<file path="src/rtl/button_conditioner.sv">
// Conditions three raw pushbutton pads into debounced levels and one-cycle,
// priority-arbitrated command pulses (rst > stop > start) in the clk domain.
module button_conditioner #(
    parameter int unsigned DB_CYCLES = 250000,
    parameter int unsigned CNT_W     = 18
) (
    input  logic       clk,
    input  logic       rst,
    input  logic       btn_rst_in,
    input  logic       btn_start_in,
    input  logic       btn_stop_in,
    output logic       cnt_rst,
    output logic       cnt_start,
    output logic       cnt_stop,
    output logic [2:0] btn_level
);

    localparam logic [CNT_W-1:0] DB_LAST = CNT_W'(DB_CYCLES - 1);

    // Channel order matches btn_level: [2]=rst, [1]=stop, [0]=start.
    logic [2:0] pad;
    logic [2:0] level;
    logic [2:0] rise;

    assign pad = {btn_rst_in, btn_stop_in, btn_start_in};

    for (genvar g = 0; g < 3; g++) begin : g_ch
        logic             s1;
        logic             s2;
        logic             lvl;
        logic [CNT_W-1:0] dbc;

        always_ff @(posedge clk) begin
            if (rst) begin
                s1  <= 1'b0;
                s2  <= 1'b0;
                lvl <= 1'b0;
                dbc <= '0;
            end else begin
                s1 <= pad[g];
                s2 <= s1;
                if (s2 == lvl) begin
                    dbc <= '0;
                end else if (dbc == DB_LAST) begin
                    lvl <= s2;
                    dbc <= '0;
                end else begin
                    dbc <= dbc + CNT_W'(1);
                end
            end
        end

        // Rising level change is decoded one edge early so the pulse is
        // registered at the same edge the level itself updates.
        assign rise[g]  = s2 && !lvl && (dbc == DB_LAST);
        assign level[g] = lvl;
    end

    always_ff @(posedge clk) begin
        if (rst) begin
            cnt_rst   <= 1'b0;
            cnt_stop  <= 1'b0;
            cnt_start <= 1'b0;
        end else begin
            cnt_rst   <= rise[2];
            cnt_stop  <= rise[1] && !rise[2];
            cnt_start <= rise[0] && !rise[1] && !rise[2];
        end
    end

    assign btn_level = level;

endmodule

</file>
<file path="config.mk">
export PLATFORM = sky130hd
export DESIGN_NAME = button_conditioner
export DESIGN_NICKNAME = d
export VERILOG_FILES = /design/src/rtl/button_conditioner.sv
export SDC_FILE = /design/constraint.sdc
export NUM_CORES = 1
export LEC_CHECK = 0
export BUFFER_PORTS_ARGS = -buffer_cell sky130_fd_sc_hd__buf_2
export CORE_AREA = 3 3 82 100
export DETAILED_ROUTE_END_ITERATION = 16
export DIE_AREA = 0 0 85 103
export GPL_ROUTABILITY_DRIVEN = 0
export PLACE_DENSITY = 0.65
export SETUP_SLACK_MARGIN = 0.02
export SYNTH_ARGS = -nofsm -noshare
export SYNTH_HDL_FRONTEND = slang
export SYNTH_SLANG_ARGS = --single-unit
</file>
<file path="constraint.sdc">
create_clock -name clk -period 2.2 [get_ports clk]
set_input_delay 0.44 -clock clk [delete_from_list [all_inputs] [get_ports clk]]
set_output_delay 0.44 -clock clk [all_outputs]
set_load 0.02 [all_outputs]
</file>
Word level (Yosys, flattened, before mapping)
Cells that the tools add are included.
{"block": "classes", "reduce_logical": 20, "n_eq_ne": 6, "bitwise_logic": 3, "n_addsub": 3}
{"operator": "adder 18 x 1 -> 18 bit (second input constant)", "count": 3}
{"operator": "equality test 18 bit (second input constant)", "count": 3}
{"operator": "logical AND 1 bit", "count": 9}
{"operator": "OR reduction 3 bit", "count": 3}
{"operator": "AND reduction 2 bit", "count": 3}
{"operator": "logical NOT 1 bit", "count": 5}
{"operator": "equality test 1 bit", "count": 3}
{"operator": "inverter 1 bit", "count": 3}
{"block": "totals", "elab_cells": 47, "inputBits": 5, "reg_bits": 66}

Logic depth before layout (Yosys ltp)
{"block": "logic_depth", "depth_word": 6, "mapped_depth": 7, "ltp_nobuf": 5}

Worst setup path before layout
No wires, ideal clock.
{"block": "synth_path", "kind": "register -> register", "startpoint": "reg g_ch[2].dbc[0]", "endpoint": "reg g_ch[2].dbc[12]", "slack_ns": 0.416, "stages_incl_launch_ff": 8, "t_arrival_ns": 1.669, "path_buffers": 2, "path_cell_list": "dfxtp_1 > ha_1 > nand4_1 > nor4_1 > a211o_1 > buf_2 > buf_4 > nor2_1"}
{"block": "synth_via", "elab_chain_len": 2, "elab_cells_between_ends": 3, "classes_between": "add/sub (1); eq/ne (1); reduce/logical (1)"}
{"item": "start, declared", "line": "31", "rtl": "logic [CNT_W-1:0] dbc;"}
{"item": "start signal, assigned", "line": "48", "rtl": "dbc <= dbc + CNT_W'(1);"}
{"item": "parallel branches: the longest is 2 deep, another holds adder 18 x 1 -> 18 bit"}
Several ways; the timed one is not identified.
A chain may end at the register's enable or synchronous reset.

Worst setup path after layout
{"block": "layout_path", "startpoint": "reg g_ch[0].dbc[0]", "endpoint": "reg g_ch[0].dbc[16]"}
{"block": "layout_via", "elab_chain_len": 2, "elab_cells_between_ends": 3, "classes_between": "add/sub (1); eq/ne (1); reduce/logical (1)"}
{"item": "start, declared", "line": "31"}
{"item": "start signal, assigned", "line": "48"}
{"item": "parallel branches: the longest is 2 deep, another holds adder 18 x 1 -> 18 bit"}
Several ways; the timed one is not identified.

==> summary.txt <==
Run status
  – Outcome: completed

Routing
  – DRT Pass-1 Iters: 4
  – Initial DRC Count: ~110
  – Antenna Nets Post-Route: 0
  – Drt total wl: 5.182 mm
  – DRC errors left: 0
  – WL per Instance: ~12 um
  – Vias per cell: between 5 and 6
  – Vias: around 2300

Floorplan
  – DIE HEIGHT: between 100 and 150 um
  – Core Footprint: between 7000 and 8000 um2
  – # IOs: 11
  – Num rows: 34
  – Die X: between 80 and 90 um
  – Die area: around 8800 um2
  – Starting Density: 0.4014

Place
  – PortBufs: 10
  – Placed instance count: approximately 420
  – Cell Area, Placed: 3072 um2
  – Detailed Place HPWL: approximately 3.6 mm

Clock tree
  – CTS max path bufs: 2
  – Reg clk slew, reported paths: around 80 ps
  – CTS tree: done
  – Post-cts sizing count: 0
  – Hold_buf cts: 0
  – H-tree depth: 3
  – Root buf cell: clkbuf_8
  – Setup Buffers After CTS: 0
  – Later-pin clock latency in the skew report: 340 ps
  – CTS Buf Count: 9
  – # clock sinks: 66

Critical path
  – Worst setup SP type: flip-flop
  – CP top delay family: simple AND/OR/NAND/NOR gates
  – CP endpoint kind: flip-flop
  – Max FO, Critical Path: 7
  – Slowest CP cell: or4_1
  – Critical Path AT: 2170 ps
  – Largest stage delay, worst path: about 470 ps
  – Setup CP Type: reg -> reg
  – WP buf/inv: 0
  – Worst-path cell chain: ha_1 -> nand3_2 -> or3_4 -> or4_1 -> a21oi_1
  – Worst r2r path cells: 5
  – Worst EP required: approximately 2500 ps
  – Cell depth of the worst setup path: 5

Synth
  – Mean Syn Cell Area: 8.931 um2
  – Top post-synthesis cells by area: dfxtp_1 45%, xnor2_1 9.6%, nor2_1 7.2%
  – Mapped cell area: between 2000 and 3000 um2
  – Post-synth EDFFs: 0
  – Sequential area share after synthesis: 0.4524
  – Top-count cell post-synth: dfxtp_1
  – Largest area contributor in the netlist: dfxtp_1
  – Mapped Cells: around 330
  – Synth Register Bits: 66
  – Top post-synthesis cells by count: 66 x dfxtp_1, 56 x nor2_1, 32 x xnor2_1
  – Top FF cell, synth: dfxtp_1
  – Async SR Flop Fraction: 0
  – Synth warn: 0
  – Unique masters post-synth: 40
  – Syn_nets: around 340
  – Top cell type's share of synthesized area: 0.4524

GRT
  – GRT met3 Usage: 0.03837
  – Global Route Usage Sum: 0.1287
  – First-pass GRT wire length: 9.052 mm
  – Met2 usage: 0.1962
  – Vias in the first global route: between 2000 and 2500
  – Global route hottest layer: met2
  – Initial antenna violation count: 0
  – Pin count of the biggest net entering global routing: 19
  – M1 GR Usage: 0.1637
  – Grt ovf: 0

STA
  – Final min period: roughly 1900 ps
  – TNS Setup: 0 ps
  – Final hold slack: between 300 and 400 ps
  – Fmax: between 500 and 600 MHz
  – Slew at the pin closest to its max-slew limit: 517.6 ps
  – Final Slew Violations: 0
  – Setup violations, final: 0
  – Final period utilization: 0.8628
  – Hold Violations, Final: 0
  – Post-route clock skew: ~15 ps
  – RSZ-0062 raised after global routing: false
  – Max transition margin: 0.6518

Min path
  – Hold path depth: 2
  – Worst min path class: in -> reg

Finish
  – Area delta synth->final: 12.08%
  – Fillcell total: between 700 and 800
  – Antenna Cells: 0
  – Register area: 1321 um2
  – Fin cells: 440
  – Multi-input gate area: between 1000 and 1500 um2
  – Final Net Count: approximately 360
  – Fraction of layout cells with a size suffix above 1: 0.1400
  – Final Instance Area: about 3300 um2

Power
  – P_sw: slightly above 500 uW
  – Power share of the sequential group: 0.535
  – Tot Pwr: 2252 uW
  – Pleak: 0.0009881 uW
  – Switching share of power: 0.2262
  – Int Power: ~1700 uW
  – Peak supply drop: 434.5 uV
  – Logic pwr share: 0.014
  – Clock share of power: 0.452
  – PwrDens: between 600 and 700 nW/um2

Flow run
  – Max-cap violation count: 0
## layout by cell type, fill, tap and decap left out, drive strengths merged, types with 2 or more instances in the layout
master,netlist,layout
dfxtp,66,66
nor2,56,56
xnor2,32,32
inv,20,21
nand3,19,19
buf,8,16
nor4,14,14
nand4,14,14
nand2,13,13
a21oi,13,13
or3,10,10
clkbuf,1,9
o21ai,8,8
nor3,7,7
nor2b,6,6
ha,6,6
xor2,5,5
a31o,5,5
or4,5,5
clkinv,0,4
and3,3,3
nor4b,3,3
and4,2,2
o31ai,2,2
a211o,2,2
## routing by layer
metal,up-vias,routed length (um),part of all wire
li1,1170,-,-
met2,45,2339,0.45
met3,14,196,0.038
met5,-,0,0
met4,0,119,0.023
met1,1033,2527,0.49
## power by group through the flow
| stage | sequential (uW) | combinational, uW | clock [uW] |
|---|---|---|---|
| floorplan | 1230 | 20.5 | 0 |
| detailed placement | 1230 | 30.6 | 0 |
| CTS | 1200 | 30.8 | 1050 |
| finish | 1200 | 30.5 | 1020 |
| global route | 1200 | 35.2 | 1100 |
| global placement | 1230 | 29.9 | 0 |
## worst register-to-register path, cell delays in order (launching register included)
cell     delay [ps]
dfxtp_1         380
ha_1            220
nand3_2         180
or3_4           440
or4_1           470
a21oi_1         140
## final cells by class
type                    count  area share
flip-flops and latches     66      0.4037
clock buffers               9     0.03784
multi-input cells         232      0.4484
repair buffers             16     0.02905
inverters                  20     0.02294
well taps                  90     0.03440
clock inverters             7     0.02370
## flip-flops by register name (all words and copies together) (netlist names)
register   cells
g_ch.s1        3
g_ch.lvl       3
cnt_start      1
cnt_rst        1
g_ch.dbc      54
g_ch.s2        3
cnt_stop       1
## final timing paths
kind	startpoint	slack, ps	to
setup / recovery	g_ch[0].dbc[0]	300	g_ch[0].dbc[16]
hold / removal	btn_stop_in	330	g_ch[1].s1
setup reg to reg	g_ch[0].dbc[0]	300	g_ch[0].dbc[16]
hold reg to reg	g_ch[2].s1	440	g_ch[2].s2
## cells by family (layout without fill, tap and decap cells)
family                   after synthesis  count (layout)  synth area share
AND/OR/NAND/NOR                      158             158            0.2978
XOR/XNOR                              37              37            0.1110
adder cells (fa/ha/maj)                6               6           0.02571
flip-flops                            66              66            0.4524
buffers and inverters                 29              52           0.04499
AO/OA/AOI/OAI                         31              31           0.06812
## through the flow
| step | setup WS (ps) | utilization |
|---|---|---|
| after floorplan | 416.4 | - |
| after global placement | 361.5 | 0.4223 |
| after detailed placement | 308.7 | 0.4223 |
| after CTS | 284.9 | 0.4499 |
| after global routing | 183.4 | 0.4499 |
| final | 301.9 | 0.4499 |
No activity file was read; power rests on OpenSTA's default activity.
